<file path="src/rtl/mem_ctrl_pkg.sv">
// rtl/mem_ctrl_pkg.sv - shared state encoding and cell read/write codes for mem_access_ctrl
// Contents: controller state constants and enum, cell_rw encodings.
package mem_ctrl_pkg;

    localparam logic [2:0] S_IDLE   = 3'd0;
    localparam logic [2:0] S_ACCESS = 3'd1;
    localparam logic [2:0] S_VERIFY = 3'd2;
    localparam logic [2:0] S_RDCAP  = 3'd3;
    localparam logic [2:0] S_RESP   = 3'd4;

    typedef enum logic [2:0] {
        ST_IDLE   = S_IDLE,
        ST_ACCESS = S_ACCESS,
        ST_VERIFY = S_VERIFY,
        ST_RDCAP  = S_RDCAP,
        ST_RESP   = S_RESP
    } state_e;

    localparam logic RW_WRITE = 1'b0;
    localparam logic RW_READ  = 1'b1;

endpackage

</file>
<file path="src/rtl/mem_access_ctrl_if.sv">
// rtl/mem_access_ctrl_if.sv - request/response handshake bundle for mem_access_ctrl
// Signals: req_valid/req_ready/req_we/req_addr/req_wdata (request channel),
//          rsp_valid/rsp_ready/rsp_rdata/rsp_err (response channel).
// Modports: master = requester side, slave = controller side.
interface mem_access_ctrl_if #(
    parameter int ADDR_W = 4,
    parameter int DATA_W = 8
) ();
    logic              req_valid;
    logic              req_ready;
    logic              req_we;
    logic [ADDR_W-1:0] req_addr;
    logic [DATA_W-1:0] req_wdata;
    logic              rsp_valid;
    logic              rsp_ready;
    logic [DATA_W-1:0] rsp_rdata;
    logic              rsp_err;

    modport master (
        output req_valid, req_we, req_addr, req_wdata, rsp_ready,
        input  req_ready, rsp_valid, rsp_rdata, rsp_err
    );

    modport slave (
        input  req_valid, req_we, req_addr, req_wdata, rsp_ready,
        output req_ready, rsp_valid, rsp_rdata, rsp_err
    );
endinterface

</file>
<file path="src/rtl/row_decoder.sv">
// rtl/row_decoder.sv - combinational address to one-hot row select decoder
// Ports: addr (ADDR_W in), onehot (2**ADDR_W out, exactly one bit set).
module row_decoder #(
    parameter int ADDR_W = 4
) (
    input  logic [ADDR_W-1:0]      addr,
    output logic [2**ADDR_W-1:0]   onehot
);
    always_comb begin
        onehot       = '0;
        onehot[addr] = 1'b1;
    end
endmodule

</file>
<file path="src/rtl/mem_access_ctrl.sv">
// rtl/mem_access_ctrl.sv - single-outstanding read/write sequencer in front of the bit-cell array
// Ports: clk, rst (sync, active-high); bus (mem_access_ctrl_if.slave request/response);
//        cell_select/cell_rw/cell_in (registered array drive); cell_out (OR of row outputs).
// Optional: MEM_ACCESS_VERIFY_EN adds a read-back of every write and drives rsp_err.
module mem_access_ctrl
    import mem_ctrl_pkg::*;
#(
    parameter int ADDR_W = 4,
    parameter int DATA_W = 8
) (
    input  logic                  clk,
    input  logic                  rst,
    mem_access_ctrl_if.slave      bus,
    output logic [2**ADDR_W-1:0]  cell_select,
    output logic                  cell_rw,
    output logic [DATA_W-1:0]     cell_in,
    input  logic [DATA_W-1:0]     cell_out
);
    localparam int ROWS = 2**ADDR_W;

    state_e            state_q, state_d;
    logic              we_q, we_d;
    logic [ROWS-1:0]   sel_q, sel_d;
    logic              rw_q, rw_d;
    logic [DATA_W-1:0] in_q, in_d;
    logic [DATA_W-1:0] rdata_q, rdata_d;
    logic [ROWS-1:0]   addr_onehot;

`ifdef MEM_ACCESS_VERIFY_EN
    logic [DATA_W-1:0] wdata_q, wdata_d;
    logic              err_q, err_d;
`endif

    row_decoder #(.ADDR_W(ADDR_W)) u_row_decoder (
        .addr   (bus.req_addr),
        .onehot (addr_onehot)
    );

    always_comb begin
        state_d = state_q;
        we_d    = we_q;
        sel_d   = sel_q;
        rw_d    = rw_q;
        in_d    = in_q;
        rdata_d = rdata_q;
`ifdef MEM_ACCESS_VERIFY_EN
        wdata_d = wdata_q;
        err_d   = err_q;
`endif
        case (state_q)
            ST_IDLE: begin
                if (bus.req_valid) begin
                    we_d    = bus.req_we;
                    sel_d   = addr_onehot;
                    rw_d    = bus.req_we ? RW_WRITE : RW_READ;
                    in_d    = bus.req_wdata;
`ifdef MEM_ACCESS_VERIFY_EN
                    wdata_d = bus.req_wdata;
`endif
                    state_d = ST_ACCESS;
                end
            end
            // The edge leaving ACCESS is the one on which the cells act.
            ST_ACCESS: begin
                if (we_q) begin
`ifdef MEM_ACCESS_VERIFY_EN
                    // Row stays selected so the next edge reads back what was just written.
                    rw_d    = RW_READ;
                    state_d = ST_VERIFY;
`else
                    sel_d   = '0;
                    in_d    = '0;
                    state_d = ST_RESP;
`endif
                end else begin
                    sel_d   = '0;
                    state_d = ST_RDCAP;
                end
            end
`ifdef MEM_ACCESS_VERIFY_EN
            ST_VERIFY: begin
                sel_d   = '0;
                state_d = ST_RDCAP;
            end
`endif
            // Cells registered their output on the previous edge, so cell_out is valid now.
            ST_RDCAP: begin
                if (we_q) begin
                    rdata_d = '0;
`ifdef MEM_ACCESS_VERIFY_EN
                    err_d   = (cell_out != wdata_q);
`endif
                end else begin
                    rdata_d = cell_out;
                end
                state_d = ST_RESP;
            end
            ST_RESP: begin
                if (bus.rsp_ready) begin
                    rdata_d = '0;
`ifdef MEM_ACCESS_VERIFY_EN
                    err_d   = 1'b0;
`endif
                    state_d = ST_IDLE;
                end
            end
            default: begin
                sel_d   = '0;
                state_d = ST_IDLE;
            end
        endcase
    end

    always_ff @(posedge clk) begin
        if (rst) begin
            state_q <= ST_IDLE;
            we_q    <= 1'b0;
            sel_q   <= '0;
            rw_q    <= RW_READ;
            in_q    <= '0;
            rdata_q <= '0;
`ifdef MEM_ACCESS_VERIFY_EN
            wdata_q <= '0;
            err_q   <= 1'b0;
`endif
        end else begin
            state_q <= state_d;
            we_q    <= we_d;
            sel_q   <= sel_d;
            rw_q    <= rw_d;
            in_q    <= in_d;
            rdata_q <= rdata_d;
`ifdef MEM_ACCESS_VERIFY_EN
            wdata_q <= wdata_d;
            err_q   <= err_d;
`endif
        end
    end

    assign bus.req_ready = (state_q == ST_IDLE);
    assign bus.rsp_valid = (state_q == ST_RESP);
    assign bus.rsp_rdata = rdata_q;
`ifdef MEM_ACCESS_VERIFY_EN
    assign bus.rsp_err   = err_q;
`else
    assign bus.rsp_err   = 1'b0;
`endif

    assign cell_select = sel_q;
    assign cell_rw     = rw_q;
    assign cell_in     = in_q;

endmodule

</file>
<file path="src/flat_wrapper.sv">
// flat-port wrapper written by rule: the top's interface ports become plain ports
module mem_access_ctrl_flat import mem_ctrl_pkg::*;
#(
    parameter int ADDR_W = 4,
    parameter int DATA_W = 8
)
  (clk, rst, cell_select, cell_rw, cell_in, cell_out, bus_req_valid, bus_req_we, bus_req_addr, bus_req_wdata, bus_rsp_ready, bus_req_ready, bus_rsp_valid, bus_rsp_rdata, bus_rsp_err);
  mem_access_ctrl_if #(.ADDR_W(ADDR_W), .DATA_W(DATA_W)) bus_i ();
  input  logic clk;
  input  logic rst;
  output logic [2**ADDR_W-1:0] cell_select;
  output logic cell_rw;
  output logic [DATA_W-1:0] cell_in;
  input  logic [DATA_W-1:0] cell_out;
  input wire logic [$bits(bus_i.req_valid)-1:0] bus_req_valid;
  input wire logic [$bits(bus_i.req_we)-1:0] bus_req_we;
  input wire logic [$bits(bus_i.req_addr)-1:0] bus_req_addr;
  input wire logic [$bits(bus_i.req_wdata)-1:0] bus_req_wdata;
  input wire logic [$bits(bus_i.rsp_ready)-1:0] bus_rsp_ready;
  output wire logic [$bits(bus_i.req_ready)-1:0] bus_req_ready;
  output wire logic [$bits(bus_i.rsp_valid)-1:0] bus_rsp_valid;
  output wire logic [$bits(bus_i.rsp_rdata)-1:0] bus_rsp_rdata;
  output wire logic [$bits(bus_i.rsp_err)-1:0] bus_rsp_err;
  assign bus_i.req_valid = bus_req_valid;
  assign bus_i.req_we = bus_req_we;
  assign bus_i.req_addr = bus_req_addr;
  assign bus_i.req_wdata = bus_req_wdata;
  assign bus_i.rsp_ready = bus_rsp_ready;
  assign bus_req_ready = bus_i.req_ready;
  assign bus_rsp_valid = bus_i.rsp_valid;
  assign bus_rsp_rdata = bus_i.rsp_rdata;
  assign bus_rsp_err = bus_i.rsp_err;
  mem_access_ctrl #(.ADDR_W(ADDR_W), .DATA_W(DATA_W)) u_core (.clk(clk), .rst(rst), .bus(bus_i), .cell_select(cell_select), .cell_rw(cell_rw), .cell_in(cell_in), .cell_out(cell_out));
endmodule
</file>
<file path="config.mk">
export PLATFORM = sky130hd
export DESIGN_NAME = mem_access_ctrl_flat
export DESIGN_NICKNAME = d
export VERILOG_FILES = /design/src/rtl/mem_ctrl_pkg.sv /design/src/rtl/mem_access_ctrl_if.sv /design/src/rtl/row_decoder.sv /design/src/rtl/mem_access_ctrl.sv /design/src/flat_wrapper.sv
export SDC_FILE = /design/constraint.sdc
export NUM_CORES = 1
export LEC_CHECK = 0
export ABC_AREA = 1
export CORE_UTILIZATION = 49
export CTS_BUF_LIST = sky130_fd_sc_hd__clkbuf_8
export DETAILED_ROUTE_END_ITERATION = 10
export GPL_TIMING_DRIVEN = 1
export PLACE_DENSITY = 0.86
export SYNTH_ARGS = -nofsm -noshare
export SYNTH_HDL_FRONTEND = slang
export SYNTH_SLANG_ARGS = --single-unit
</file>
<file path="constraint.sdc">
create_clock -name clk -period 1.7 [get_ports clk]
set_input_delay 0.255 -clock clk [delete_from_list [all_inputs] [get_ports clk]]
set_output_delay 0.255 -clock clk [all_outputs]
set_load 0.01 [all_outputs]
</file>
==> summary.md, run 1 <==
| Metric | Value |
|---|---|
| Post-route clock period utilization | `0.889` |
| Syn_nets | `278` |
| Die X | `61.0 microns` |
| Max Slew Vio Count | `0` |
| Setup WS pre-CTS | `0.149 ns` |
| DRT Wirelength | `3850 microns` |
| Initial Util | `0.510` |
| Top cell type's share of synthesized area | `0.435` |
| N_diodes | `0` |
| Number of global-route vias before repair | `1395` |
| PwrDens | `1080 mW/mm^2` |
| Share of synthesized flip-flops with an asynchronous set or reset | `0` |
| Remaining global-route overflow | `0` |
| Post-CTS Hold Buffers | `0` |
| Crit end category | `output pin` |
| Critical Path RT | `1.44 ns` |
| Routed wire length per instance | `10.6 microns` |
| Minimum clock period | `1.51 ns` |
| Worst r2r dst | `u_core.cell_select[6]` |
| DRT iter0 DRCs | `59` |
| Critical Path End | `bus_rsp_valid` |
| Maxcap violations | `0` |
| Maximum vdd ir drop | `774 uV` |
| Synthesized area | `0.00170 sq mm` |
| Port bufs | `59` |
| RSZ-0062 raised after global routing | `no` |
| Post-route worst setup slack | `0.188 ns` |
| Crit Path Max Fanout | `8` |
| TritonCTS Buffers | `5` |
| Hold Path Class | `reg -> reg` |
| Largest net degree at the start of global routing | `20` |
| Syn avg cell area | `6.73 sq um` |
| Die H | `61.0 microns` |
| Top cells by area, synth | `dfxtp_1 43%, nor2_1 15%, nand2_1 13%, a21oi_1 5.0%, inv_1 4.2%` |
| Final core utilization | `0.725` |
| Sequential share of the synthesized area | `0.435` |
| Nets | `342` |
| Ys flop type | `dfxtp_1` |
| Dominant cell type by area after synthesis | `dfxtp_1` |
| TritonRoute pass-1 iters | `4` |
| Synth warnings | `0` |
| Static Leakage | `1.11 nW` |
| H-tree level count | `2` |
| Worst Clk Skew | `0.00384 ns` |
| First-pass GRT wire length | `6020 microns` |
| CTS clock-pin slew for the worst setup and hold paths | `0.07 ns` |
| Gpl congestion | `0.932` |
| Post-synth top cells | `67 x nor2_1, 57 x nand2_1, 37 x dfxtp_1` |
| Initial antenna violation count | `0` |
| DP Wirelength | `2760 microns` |
| Setup total negative slack | `0 ns` |
| Fmax | `662 MHz` |
| Worst Hold Slack | `0.482 ns` |
| CP startpoint | `u_core.state_q[1]` |
| Worst R2R Setup Slack | `0.24 ns` |
| Area growth, synth to finish | `42.0%` |
| Tot GR Track Use | `0.222` |
| Io pins | `61` |
| Core Rows | `21` |
| Pwr Total | `2.61 mW` |
| CTS root buffer | `clkbuf_8` |
| Layout cells sized above 1 | `0.0820` |
| Placeable Area | `0.00334 sq mm` |
| Startpoint types | `flop` |
| Clk sinks | `37` |
| Kind of critical path | `reg -> out` |
| CP arrival | `1.26 ns` |
| Clk buf depth | `2` |
| Library cells used by synthesis | `25` |
| #FFs+latches synth | `37` |
| Vias | `1766` |
| Worst skew pair latency | `0.29 ns` |
| Final ANT Viol Nets | `0` |
| Reg2Reg Launch Point | `u_core.state_q[0]` |
| Final Hold Vio Count | `0` |
| Post-Syn Instances | `253` |
| Top-count cell post-synth | `nor2_1` |
| R2r worst-path depth | `8` |
| Finish-stage setup viols | `0` |
| Status | `finished clean` |
| Detailed-route vias per instance | `4.87` |
| CTS tree | `built` |
| DRC viols | `0` |
| Die ar. | `0.00371 sq mm` |
| Post-synth EDFFs | `0` |
## routing by layer
metal	GRT usage	up-vias	wire length, microns
met2	0.388	65	1830
met3	0.0768	6	296
li1	-	916	-
met4	0.0909	0	57
met5	0	-	0
met1	0.246	779	1670
## registers in the layout, indices dropped and copies added, names as in the netlist
signal,cells
u_core.bus.rsp_rdata,8
u_core.cell_in,8
u_core.cell_rw,1
u_core.cell_select,16
u_core.state_q,3
u_core.we_q,1
## placed cells by master (no fill, tap or decap), drive strengths merged, types with 6 or more instances in the layout
| cell type | netlist | routed |
|---|---|---|
| clkbuf | 2 | 7 |
| clkdlybuf4s50 | 0 | 57 |
| dfxtp | 37 | 37 |
| nand3 | 12 | 12 |
| nor2 | 68 | 68 |
| inv | 22 | 23 |
| o21ai | 17 | 17 |
| nand2 | 64 | 64 |
| buf | 6 | 6 |
| a21oi | 17 | 17 |
## worst min-delay path by stage
stage,from,to,depth (start not counted)
floorplan,rst,u_core.we_q,1
global placement,u_core.bus.rsp_rdata[5],u_core.bus.rsp_rdata[5],2
detailed placement,u_core.bus.rsp_rdata[2],u_core.bus.rsp_rdata[2],2
CTS,u_core.we_q,u_core.we_q,2
global route,u_core.we_q,u_core.we_q,2
finish,u_core.bus.rsp_rdata[2],u_core.bus.rsp_rdata[2],2
## metrics by stage
stage / cells / instance area [sq um]
2_1_floorplan: 253 / 1700
3_3_place_gp: 354 / 2320
3_5_place_dp: 354 / 2320
4_1_cts: 363 / 2420
5_1_grt: 363 / 2420
6_report: 363 / 2420
## where the power goes
group	internal, mW	switching [mW]
combinational	0.444	0.490
sequential	0.997	0.0719
clock	0.315	0.288
total	1.76	0.850
## repair_timing
item / CTS / global route
setup endpoints to repair: 2 / 1
resized for setup: 2 / 2
pin swaps: 1 / 0
buffers inserted: 2 / 0
## final cells by class
class | instances | area [sq um]
Clock inverter | 1 | 3.75
Timing Repair Buffer | 65 | 629
Clock buffer | 6 | 82.6
Fill cell | 292 | 918
Sequential cell | 37 | 741
Inverter | 23 | 88.8
Tap cell | 46 | 57.6
Multi-Input combinational cell | 185 | 816
## critical path, stage by stage, from the launching register on
cell and delay (ns):
dfxtp_1 0.36, nor2_4 0.16, nand2_4 0.10, inv_4 0.09, dlygate4sd2_1 0.26
## cell families after synthesis
logic type,synth area share
compound gates,0.104
buf+inv,0.0860
flops,0.435
other cells,0.00220
simple gates,0.373
Note: power is estimated with default switching activity, not from simulation.
==> run 2: changes to the inputs <==
--- a/config.mk
+++ b/config.mk
@@ -10,6 +10,7 @@
 export CTS_BUF_LIST = sky130_fd_sc_hd__clkbuf_8
 export DETAILED_ROUTE_END_ITERATION = 10
 export GPL_TIMING_DRIVEN = 1
+export HOLD_SLACK_MARGIN = 0.08
 export PLACE_DENSITY = 0.86
 export SYNTH_ARGS = -nofsm -noshare
 export SYNTH_HDL_FRONTEND = slang
==> results of run 2 <==
The final DEF is identical to that of run 1; final timing and power are the same.
==> run 3: changes to the inputs <==
--- a/config.mk
+++ b/config.mk
@@ -6,6 +6,7 @@
 export NUM_CORES = 1
 export LEC_CHECK = 0
 export ABC_AREA = 1
+export CAP_MARGIN = 5
 export CORE_UTILIZATION = 49
 export CTS_BUF_LIST = sky130_fd_sc_hd__clkbuf_8
 export DETAILED_ROUTE_END_ITERATION = 10
==> results of run 3 <==
The final DEF is identical to that of run 1; final timing and power are the same.
